## src/rtl/stream_mux_rr.sv

```systemverilog
// stream_mux_rr: NUM_CH-to-1 valid/ready stream mux with manual or round-robin source select
// and one registered output stage. Optional packet lock enabled by STREAM_MUX_PKT_LOCK_EN.
module stream_mux_rr #(
    parameter int unsigned NUM_CH = 4,
    parameter int unsigned WIDTH  = 5,
    parameter int unsigned SEL_W  = 2
) (
    input  logic                    clk,
    input  logic                    rst,
    input  logic [NUM_CH*WIDTH-1:0] in_data,
    input  logic [NUM_CH-1:0]       in_valid,
    output logic [NUM_CH-1:0]       in_ready,
`ifdef STREAM_MUX_PKT_LOCK_EN
    input  logic [NUM_CH-1:0]       in_last,
    output logic                    out_last,
`endif
    input  logic                    auto,
    input  logic [SEL_W-1:0]        sel,
    output logic [WIDTH-1:0]        out_data,
    output logic [SEL_W-1:0]        out_ch,
    output logic                    out_valid,
    input  logic                    out_ready
);
    localparam logic [SEL_W-1:0] LAST_CH = SEL_W'(NUM_CH - 1);

    logic [SEL_W-1:0] rr_ptr;
    logic             load_en;
    logic             accept;
    logic             advance;
    logic             grant_vld;
    logic [SEL_W-1:0] grant_idx;
    logic [WIDTH-1:0] grant_data;
    logic [SEL_W-1:0] next_ptr;
    logic             hi_found;
    logic [SEL_W-1:0] hi_idx;
    logic             lo_found;
    logic [SEL_W-1:0] lo_idx;
    logic             man_ok;

`ifdef STREAM_MUX_PKT_LOCK_EN
    logic             lock_active;
    logic [SEL_W-1:0] lock_ch;
    logic             grant_last;
`endif

    assign load_en = !out_valid || out_ready;

    // Lowest valid channel at or above rr_ptr, falling back to lowest overall (wrap).
    always_comb begin
        hi_found = 1'b0;
        hi_idx   = '0;
        lo_found = 1'b0;
        lo_idx   = '0;
        for (int i = int'(NUM_CH) - 1; i >= 0; i--) begin
            if (in_valid[SEL_W'(i)]) begin
                lo_found = 1'b1;
                lo_idx   = SEL_W'(i);
                if (SEL_W'(i) >= rr_ptr) begin
                    hi_found = 1'b1;
                    hi_idx   = SEL_W'(i);
                end
            end
        end
    end

    assign man_ok = (32'(sel) < NUM_CH) && in_valid[sel];

    // Grant selection: packet lock (if built) overrides both arbitration modes.
    always_comb begin
        grant_vld = 1'b0;
        grant_idx = '0;
`ifdef STREAM_MUX_PKT_LOCK_EN
        if (lock_active) begin
            grant_vld = in_valid[lock_ch];
            grant_idx = lock_ch;
        end else
`endif
        if (auto) begin
            grant_vld = lo_found;
            grant_idx = hi_found ? hi_idx : lo_idx;
        end else if (man_ok) begin
            grant_vld = 1'b1;
            grant_idx = sel;
        end
    end

    always_comb begin
        grant_data = '0;
        for (int i = 0; i < int'(NUM_CH); i++) begin
            if (grant_idx == SEL_W'(i)) begin
                grant_data = in_data[i*int'(WIDTH) +: WIDTH];
            end
        end
    end

`ifdef STREAM_MUX_PKT_LOCK_EN
    assign grant_last = in_last[grant_idx];
`endif

    always_comb begin
        in_ready = '0;
        if (!rst && load_en && grant_vld) begin
            in_ready[grant_idx] = 1'b1;
        end
    end

    assign accept   = !rst && load_en && grant_vld;
    assign next_ptr = (grant_idx == LAST_CH) ? '0 : grant_idx + SEL_W'(1);

    // Pointer moves past the winner only for auto-mode grants (and only at packet end).
    always_comb begin
        advance = accept && auto;
`ifdef STREAM_MUX_PKT_LOCK_EN
        advance = advance && grant_last;
`endif
    end

    always_ff @(posedge clk) begin
        if (rst) begin
            out_valid <= 1'b0;
            out_data  <= '0;
            out_ch    <= '0;
            rr_ptr    <= '0;
`ifdef STREAM_MUX_PKT_LOCK_EN
            out_last    <= 1'b0;
            lock_active <= 1'b0;
            lock_ch     <= '0;
`endif
        end else begin
            if (accept) begin
                out_valid <= 1'b1;
                out_data  <= grant_data;
                out_ch    <= grant_idx;
`ifdef STREAM_MUX_PKT_LOCK_EN
                out_last    <= grant_last;
                lock_active <= !grant_last;
                lock_ch     <= grant_idx;
`endif
            end else if (out_valid && out_ready) begin
                out_valid <= 1'b0;
            end
            if (advance) begin
                rr_ptr <= next_ptr;
            end
        end
    end

endmodule

```

## config.mk

```make
export PLATFORM = sky130hd
export DESIGN_NAME = stream_mux_rr
export DESIGN_NICKNAME = d
export VERILOG_FILES = /design/src/rtl/stream_mux_rr.sv
export SDC_FILE = /design/constraint.sdc
export NUM_CORES = 1
export LEC_CHECK = 0
export ABC_AREA = 1
export BUFFER_PORTS_ARGS = -buffer_cell sky130_fd_sc_hd__clkbuf_2
export CORE_ASPECT_RATIO = 1.25
export CORE_MARGIN = 2
export CORE_UTILIZATION = 42
export CTS_CLUSTER_DIAMETER = 150
export DETAILED_ROUTE_END_ITERATION = 6
export PLACE_DENSITY = 0.79
export SLEW_MARGIN = 20
export SYNTH_ARGS = -nofsm -noshare
export SYNTH_HDL_FRONTEND = slang
export SYNTH_SLANG_ARGS = --single-unit
```

## constraint.sdc

```tcl
create_clock -name clk -period 1.9 [get_ports clk]
set_clock_uncertainty 0.1 [all_clocks]
set_input_delay 0.285 -clock clk [delete_from_list [all_inputs] [get_ports clk]]
set_output_delay 0.285 -clock clk [all_outputs]
set_load 0.02 [all_outputs]
```

Yosys cells after proc, flatten, opt, wreduce, memory -nomap -nowiden. Index checks and enable logic that the tools add are counted.

Flip-flop bits (word level): 10. Input bits: 30. Output and inout bits: 12.

Add/subtract/negate cells: 1. Magnitude comparators: 5. Equality and inequality tests: 3. Mux-type cells: 29. Reductions and logical operators: 10.

Operator list (count): 2-to-1 mux 2 bit (10); 2-to-1 mux 5 bit (4); 2-to-1 mux 1 bit (12); < comparator 2 x 3 -> 1 bit (second input constant) (2); logical AND 1 bit (5); == test 2 bit (second input constant) (2); greater-or-equal comparator 1 x 2 -> 1 bit (first input constant) (2); 2-to-1 mux 4 bit (1); adder 2 x 1 -> 2 bit (second input constant) (1); binary-select mux 1 bit (select 2 bit) (1); demux 1 bit (select 2 bit) (1); == test 2 x 1 -> 1 bit (second input constant) (1); greater-or-equal comparator 2 x 1 -> 1 bit (second input constant) (1); zero test 1 bit (2); zero test 2 bit (1); nonzero test 2 bit (1); logical OR 1 bit (1).

Longest topological paths before layout. Gate-level depths: netlist of the first run.

Depth in word-level cells: 12. Gate-level depth with buffers: 14. Depth with buffers taken out: 14.

Worst setup path before layout of the first run. Ideal clock, no wire load.

Path kind: input to output. Start: input in_valid[0]. End: output in_ready[2]. Arrival: 1.370 ns. Setup slack: 0.145 ns. Cell stages on the path: 10. Path buffers: 0. Path through: inv_1 -> nand2_1 -> nand3_2 -> nand2_1 -> nand2_1 -> nand2_1 -> inv_1 -> ha_1 -> inv_1 -> nor2_1.

Word-level cells in the longest chain between the ends: 9.

Ends and longest elaborated chain: from (decl) (line 11) `input logic [NUM_CH-1:0] in_valid,`; binary-select mux 1 bit (select 2 bit) (line 66) `assign man_ok = (32'(sel) < NUM_CH) && in_valid[sel];`; 2-to-1 mux 1 bit (implied by the code) (line 66); 2-to-1 mux 2 bit (line 81) `end else if (man_ok) begin`; 2-to-1 mux 2 bit (*) (line 78) `if (auto) begin`; named net grant_idx[0] (line 31) `logic [SEL_W-1:0] grant_idx;`; < comparator 2 x 3 -> 1 bit (implied by the code) or greater-or-equal comparator 2 x 1 -> 1 bit (tied branches) (line 103) `in_ready[grant_idx] = 1'b1;`; logical AND 1 bit (implied by the code) (line 103); 2-to-1 mux 1 bit (implied by the code) (line 103); demux 1 bit (select 2 bit) (*) (line 103); 2-to-1 mux 4 bit (*) (line 102) `if (!rst && load_en && grant_vld) begin`; to (decl) (line 12) `output logic [NUM_CH-1:0] in_ready,`.

The timed path passes the listed nets; every way through them passes the cells marked *. The select of a mux whose other input is x is not followed.

Final worst setup path of the first run.
Start: register rr_ptr[0]. End: output in_ready[1].

Word-level cells in the longest chain between the ends: 10.

Ends and longest elaborated chain: from (decl) (line 26) `logic [SEL_W-1:0] rr_ptr;`; from (signal assigned) (line 143) `rr_ptr <= next_ptr;`; greater-or-equal comparator 1 x 2 -> 1 bit (*) (line 58) `if (SEL_W'(i) >= rr_ptr) begin`; 2-to-1 mux 2 bit or 2-to-1 mux 1 bit (tied branches) (line 58); 2-to-1 mux 2 bit or 2-to-1 mux 1 bit (tied branches) (line 55) `if (in_valid[SEL_W'(i)]) begin`; 2-to-1 mux 2 bit (*) (line 80) `grant_idx = hi_found ? hi_idx : lo_idx;`; 2-to-1 mux 2 bit (*) (line 78); named net grant_idx[0] (line 31); < comparator 2 x 3 -> 1 bit (implied by the code) or greater-or-equal comparator 2 x 1 -> 1 bit (tied branches) (line 103); logical AND 1 bit (implied by the code) (line 103); 2-to-1 mux 1 bit (implied by the code) (line 103); demux 1 bit (select 2 bit) (*) (line 103); 2-to-1 mux 4 bit (*) (line 102).

The timed path passes the listed nets; every way through them passes the cells marked *.

==> impl_table.tex, run 1 <==
\begin{tabular}{lr}
\hline
Metric & Value \\
\hline
\multicolumn{2}{l}{\textbf{Run status}} \\
Outcome & finished clean \\
\multicolumn{2}{l}{\textbf{STA}} \\
Minimum period implied by the final worst setup slack & 1.88 ns \\
Number of max-slew violations in the final report & 0 \\
Tightest slew margin relative to the limit & 83.5\% \\
Worst-margin pin slew & 0.247 ns \\
Final hold violation count & 0 \\
Maximum clock rate & 531 MHz \\
Summed negative setup slack over all endpoints & 0 ns \\
Count of final setup violators & 0 \\
Ratio of final minimum period to clock period & 99.1\% \\
RSZ-0062 raised after global routing & true \\
\multicolumn{2}{l}{\textbf{Setup path}} \\
Category of the most critical setup path & register to output port \\
Critical path startpoint category & register \\
Required time worst endpoint & 1.51 ns \\
CP endpoint kind & output port \\
Worst Path Max Fanout & 6 \\
CP Data Arrival Time & 1.50 ns \\
\multicolumn{2}{l}{\textbf{Power and ir drop}} \\
Total power density per cell area & 578 nW/um\^{}2 \\
Total power of the final layout & 0.000636 W \\
Reported leakage power & 0.606 nW \\
Worst voltage drop across the vdd grid & 0.431 mV \\
\multicolumn{2}{l}{\textbf{Placed design}} \\
Buffers on Ports & 41 \\
Hpwl dp & 1420 um \\
Routability congestion estimate from global placement & 0.795 \\
\multicolumn{2}{l}{\textbf{Logic synthesis}} \\
Synthesized cell area & 713 um\^{}2 \\
Post-Synthesis Cells & 113 \\
Yosys cell types & 18 \\
Synth Net Count & 147 \\
Synth area leaders & dfxtp\_1 (28\%), nand2\_1 (16\%), nand3\_1 (11\%) \\
Synth Register Bits & 10 \\
Average cell area after synthesis & 6.31 um\^{}2 \\
Synth top area share & 28.1\% \\
Area leader, netlist & dfxtp\_1 \\
Yosys warnings & 0 \\
Fraction of the yosys area taken by sequential cells & 28.1\% \\
\multicolumn{2}{l}{\textbf{Route}} \\
Number of vias per cell & 4.88 \\
Average wire per cell in the routed design & 10.2 um \\
Total length of routed wires & 1870 um \\
Iteration-0 DRC count of the detailed router & 11 \\
First-pass detailed-route iteration total & 4 \\
ANT nets after route & 0 \\
Number of remaining DRC errors & 0 \\
Number of vias after detailed routing & 893 \\
\multicolumn{2}{l}{\textbf{Global route}} \\
Antenna violations before repair & 0 \\
Largest net degree at the start of global routing & 15 \\
Vias in the first global route & 772 \\
Overall routing resource usage & 19.6\% \\
Global-route wire length before repair & 2880 um \\
Total overflow reported by the global router & 0 \\
\multicolumn{2}{l}{\textbf{Floorplanning}} \\
Total Die Area & 2050 um\^{}2 \\
Area of the core region & 1580 um\^{}2 \\
Placement row count & 16 \\
Top-level I/O count & 42 \\
Overall die height & 50.1 um \\
Die W & 40.9 um \\
Initial core utilization & 45.1\% \\
\multicolumn{2}{l}{\textbf{Clock network}} \\
Max Buffers Root-to-Sink & 2 \\
Reg clk slew, reported paths & 0.06 ns \\
Insertion delay to the later sink of the worst-skew pair & 0.25 ns \\
Count of hold buffers inserted by post-cts repair & 0 \\
CTS tree & yes \\
Clock Sinks & 10 \\
CTS H-Tree Depth & 1 \\
Clk root buf & clkbuf\_4 \\
Inserted Clock Buffers & 3 \\
\multicolumn{2}{l}{\textbf{Layout}} \\
Fraction of final layout cells sized beyond drive strength 1 & 46.1\% \\
Core utilization of the finished layout & 69.6\% \\
Antenna cell count & 0 \\
Final-layout fill cell count & 131 \\
P\&R area growth vs syn & 54.4\% \\
Nets & 201 \\
\multicolumn{2}{l}{\textbf{Worst hold path}} \\
HP Class & input pin to register \\
\multicolumn{2}{l}{\textbf{Flow run}} \\
Number of maximum-capacitance constraint violations & 0 \\
\hline
\end{tabular}
==> cells in the mapped netlist (all sizes together) <==
cell type / number
dfxtp: 10
clkinv: 1
ha: 4
clkbuf: 1
o31ai: 1
nand3: 18
nand2: 32
buf: 1
inv: 16
o21ai: 12
nor2: 12
a21oi: 5
==> sequential cells by signal, summed over array words and instances (netlist names) <==
| signal | cells |
|---|---|
| out_ch | 2 |
| out_valid | 1 |
| rr_ptr | 2 |
| out_data | 5 |
==> final timing paths <==
check | from | end | slack (ns) | cells after the start
worst min register to register | out_data[3]$_SDFFE_PP0P_ | out_data[3]$_SDFFE_PP0P_ | 0.37 | 2
worst min-delay path | rst | out_valid$_SDFFE_PP0P_ | 0.16 | 2
worst max-delay path | rr_ptr[0]$_SDFFE_PP0P_ | in_ready[1] | 0.02 | 6
worst max register to register | rr_ptr[0]$_SDFFE_PP0P_ | out_data[4]$_SDFFE_PP0P_ | 0.13 | 10
==> cells in the final DEF (no fill, tap or decap) <==
master | synthesis | final
nand2_2 | 1 | 2
nand2_4 | 1 | 1
nand2_1 | 30 | 29
nand3_1 | 15 | 15
clkbuf_4 | 0 | 3
o31ai_2 | 0 | 1
inv_4 | 0 | 1
o21ai_0 | 11 | 11
dfxtp_2 | 0 | 2
buf_4 | 0 | 11
a21oi_1 | 5 | 5
clkinv_1 | 1 | 1
nor2_1 | 11 | 9
ha_2 | 0 | 1
buf_2 | 0 | 1
nand3_2 | 3 | 3
dfxtp_1 | 10 | 8
nor2_2 | 0 | 1
clkbuf_2 | 0 | 37
buf_6 | 1 | 2
o21ai_2 | 1 | 1
nor2_4 | 1 | 2
ha_4 | 0 | 3
inv_1 | 15 | 11
inv_2 | 1 | 4
==> area by class of cell <==
class / instances / area [um^2] / share of cell area, %
repair buffers: 51 / 295 / 26.8
flip-flops and latches: 10 / 203 / 18.4
inverters: 17 / 66.3 / 6.02
multi-input cells: 84 / 492 / 44.7
clock buffers: 3 / 22.5 / 2.05
well taps: 18 / 22.5 / 2.05
==> worst max-delay path, stage by stage, from the launching register on <==
cell and delay, ns:
dfxtp_2 0.32, o31ai_2 0.24, nand2_2 0.14, ha_2 0.24, inv_2 0.10, nor2_1 0.05
buf_2 0.15
==> where the power goes <==
part           total [W]  switching (W)  internal [W]
Combinational   0.000258       0.000148      0.000110
Clock           0.000133      0.0000601     0.0000725
Sequential      0.000246      0.0000121      0.000234
==> cells by family after synthesis <==
group / after synthesis / share of synthesized area (%)
DFF: 10 / 28.1
AOI/OAI and AO/OA: 18 / 13.5
adders and majority gates: 4 / 7.02
and+or+nand+nor: 62 / 40.4
buffers and inverters: 19 / 11.1
==> layer usage <==
layer  routed length [um]  vias up  global-route usage (%)  part of all wire, %
met5                    0        -                       0                    0
met4                   45        0                    10.0                  2.4
met3                   73        6                    2.25                  3.9
met2                  985       26                    33.6                   53
met1                  769      395                    21.7                   41
li1                     -      466                       -                    -
==> stage by stage <==
step | instances | hold WS [ns] | setup slack (ns) | instance area, um^2
6_report | 183 | 0.158 | 0.0177 | 1100
5_1_grt | 183 | 0.178 | -0.0539 | 1100
4_1_cts | 182 | 0.160 | 0.000408 | 1060
3_5_place_dp | 176 | 0.361 | -0.0551 | 971
3_3_place_gp | 176 | 0.356 | 0.00344 | 971
2_1_floorplan | 113 | 0.257 | 0.145 | 713
==> repair_timing <==
item / CTS / global route
pin swaps: 4 / 3
buffers inserted: 3 / 1
gates resized for setup: 16 / 12
setup endpoints to repair: 3 / 4
Note: power is estimated with default switching activity, not from simulation.
==> inputs of run 2 (changes only) <==
--- a/config.mk
+++ b/config.mk
@@ -8,10 +8,11 @@
 export ABC_AREA = 1
 export BUFFER_PORTS_ARGS = -buffer_cell sky130_fd_sc_hd__clkbuf_2
 export CORE_ASPECT_RATIO = 1.25
-export CORE_MARGIN = 2
+export CORE_MARGIN = 5
 export CORE_UTILIZATION = 42
 export CTS_CLUSTER_DIAMETER = 150
 export DETAILED_ROUTE_END_ITERATION = 6
+export GPL_TIMING_DRIVEN = 0
 export PLACE_DENSITY = 0.79
 export SLEW_MARGIN = 20
 export SYNTH_ARGS = -nofsm -noshare
==> run 2 against run 1 <==
Against the previous run:
- hold slack worse by 0.0035 ns
- non-clock buffer count is 1 lower
- critical endpoint is now in_ready[3]
- worst setup slack better by 0.016 ns
- critical path depth is 1 higher
- highest routed layer unchanged
==> impl_table.tex, run 2 (same netlist as run 1, synthesis figures left out) <==
\begin{tabular}{lr}
\hline
Metric & Value \\
\hline
\multicolumn{2}{l}{\textbf{Layout}} \\
Nets & 200 \\
Final-layout fill cell count & 130 \\
Fraction of final layout cells sized beyond drive strength 1 & 45.7\% \\
Area of combinational cells with multiple inputs & 509 um\^{}2 \\
Register area & 201 um\^{}2 \\
Non-filler instance count after layout & 182 \\
Post-route cell area & 1120 um\^{}2 \\
Antenna cell count & 0 \\
Max FFs per register & 5 \\
P\&R area growth vs syn & 56.8\% \\
Most frequent cells in the layout & clkbuf\_2 (37), nand2\_1 (29), nand3\_1 (15), o21ai\_0 (11), inv\_1 (10) \\
Most common cell after layout, fill and taps aside & clkbuf\_2 \\
Regs by FF count & out\_data x5, out\_ch x2, rr\_ptr x2 \\
Most flops, register & out\_data \\
\multicolumn{2}{l}{\textbf{Setup path}} \\
Worst Path Max Fanout & 3 \\
Required time worst endpoint & 1.51 ns \\
Origin of the critical flop-to-flop path & rr\_ptr[0]\$\_SDFFE\_PP0P\_ \\
Category of the most critical setup path & register to output port \\
Critical path startpoint category & register \\
Worst reg2reg setup slack & 0.09 ns \\
First element of the critical path & rr\_ptr[0]\$\_SDFFE\_PP0P\_ \\
CP Data Arrival Time & 1.48 ns \\
CP endpoint kind & output port \\
\multicolumn{2}{l}{\textbf{Flow run}} \\
Number of maximum-capacitance constraint violations & 0 \\
\multicolumn{2}{l}{\textbf{Placed design}} \\
Buffers on Ports & 41 \\
Routability congestion estimate from global placement & 0.751 \\
Hpwl dp & 1570 um \\
Placed instance area & 941 um\^{}2 \\
Placed Cells & 172 \\
\multicolumn{2}{l}{\textbf{Clock network}} \\
Clk root buf & clkbuf\_4 \\
Clock Sinks & 10 \\
Insertion delay to the later sink of the worst-skew pair & 0.25 ns \\
Count of hold buffers inserted by post-cts repair & 0 \\
CTS tree & yes \\
Max Buffers Root-to-Sink & 2 \\
CTS H-Tree Depth & 1 \\
Reg clk slew, reported paths & 0.06 ns \\
Inserted Clock Buffers & 3 \\
\multicolumn{2}{l}{\textbf{Power and ir drop}} \\
Reported net switching power & 0.000224 W \\
Worst voltage drop across the vdd grid & 0.455 mV \\
Total power density per cell area & 575 nW/um\^{}2 \\
Power share of the combinational group & 41.3\% \\
Internal Dissipation & 0.000420 W \\
Reported leakage power & 0.602 nW \\
Power share of the clock group & 20.5\% \\
Fraction of power spent switching nets & 34.8\% \\
Fraction of power consumed by sequential logic & 38.2\% \\
\multicolumn{2}{l}{\textbf{STA}} \\
Number of max-slew violations in the final report & 0 \\
Count of final setup violators & 0 \\
Minimum period implied by the final worst setup slack & 1.87 ns \\
Tightest slew margin relative to the limit & 80.5\% \\
Maximum clock rate & 536 MHz \\
Worst-margin pin slew & 0.293 ns \\
Final hold violation count & 0 \\
RSZ-0062 raised after global routing & true \\
Ratio of final minimum period to clock period & 98.2\% \\
\multicolumn{2}{l}{\textbf{Worst hold path}} \\
Startpoint of the lowest-slack hold path & rst \\
HP Class & input pin to register \\
\multicolumn{2}{l}{\textbf{Global route}} \\
Vias in the first global route & 800 \\
Overall routing resource usage & 15.1\% \\
Global-route wire length before repair & 3020 um \\
Total overflow reported by the global router & 0 \\
Antenna violations before repair & 0 \\
Largest net degree at the start of global routing & 11 \\
\multicolumn{2}{l}{\textbf{Floorplanning}} \\
Top-level I/O count & 42 \\
Area of the core region & 1580 um\^{}2 \\
Overall die height & 56.1 um \\
Total Die Area & 2630 um\^{}2 \\
Placement row count & 16 \\
Die W & 46.9 um \\
Initial core utilization & 45.1\% \\
\multicolumn{2}{l}{\textbf{Route}} \\
Iteration-0 DRC count of the detailed router & 12 \\
Number of remaining DRC errors & 0 \\
Total length of routed wires & 2070 um \\
Number of vias after detailed routing & 872 \\
ANT nets after route & 0 \\
First-pass detailed-route iteration total & 4 \\
Number of vias per cell & 4.79 \\
Average wire per cell in the routed design & 11.4 um \\
\multicolumn{2}{l}{\textbf{Run status}} \\
Outcome & finished clean \\
\hline
\end{tabular}
==> run 2: cell type report <==
class | instances | area share (%)
plain buffers | 2 | 1.34
clock buffers | 3 | 2.01
inverters | 17 | 6.38
multi-input cells | 84 | 45.5
flip-flops and latches | 10 | 18.0
well taps | 18 | 2.01
repair buffers | 48 | 24.7
==> run 2: timing repair <==
item / CTS / global route
setup endpoints to repair: 3 / 4
pin swaps: 2 / 7
gates resized for setup: 13 / 21
cloned: 0 / 0
buffers inserted: 3 / 4
==> run 2: power groups by stage <==
stage                     logic, W  clock network [W]  registers (W)
after floorplan           0.000116                  0       0.000270
after global placement    0.000211                  0       0.000247
after detailed placement  0.000215                  0       0.000248
after CTS                 0.000237           0.000141       0.000244
after global routing      0.000291           0.000154       0.000248
final                     0.000266           0.000132       0.000245
==> run 2: stage by stage <==
step / TNS, ns / total power [W] / util [%] / worst slack [ns] / hold slack (ns)
after floorplan: 0 / 0.000386 / - / 0.145 / 0.257
after global placement: -0.392 / 0.000458 / 59.5 / -0.0745 / 0.356
after detailed placement: -0.795 / 0.000464 / 59.5 / -0.133 / 0.358
after CTS: -0.0783 / 0.000622 / 65.0 / -0.0583 / 0.146
after global routing: -0.0417 / 0.000693 / 70.7 / -0.0339 / 0.159
final: 0 / 0.000643 / 70.7 / 0.0339 / 0.154
==> run 2: routing by layer <==
metal	global-route usage (%)	vias to the layer above	wire, um	part of all wire (%)
met5	0	-	0	0
met4	7.11	0	16	0.77
met3	2.27	2	94	4.5
met2	28.5	19	1150	55
met1	14.3	385	814	39
li1	-	466	-	-
==> run 2: path summary, 6_finish.rpt <==
kind	end	cells after the start
setup / recovery	in_ready[3]	7
hold / removal	out_valid$_SDFFE_PP0P_	2
setup reg to reg	out_data[0]$_SDFFE_PP0P_	9
hold reg to reg	out_data[2]$_SDFFE_PP0P_	2
==> run 2: worst max-delay path, stage by stage (launching register included) <==
cell and delay (ns):
dfxtp_2 0.33, o31ai_2 0.23, nand2_2 0.15, buf_6 0.15
ha_4 0.15, inv_2 0.06, nor2_2 0.04, buf_6 0.12
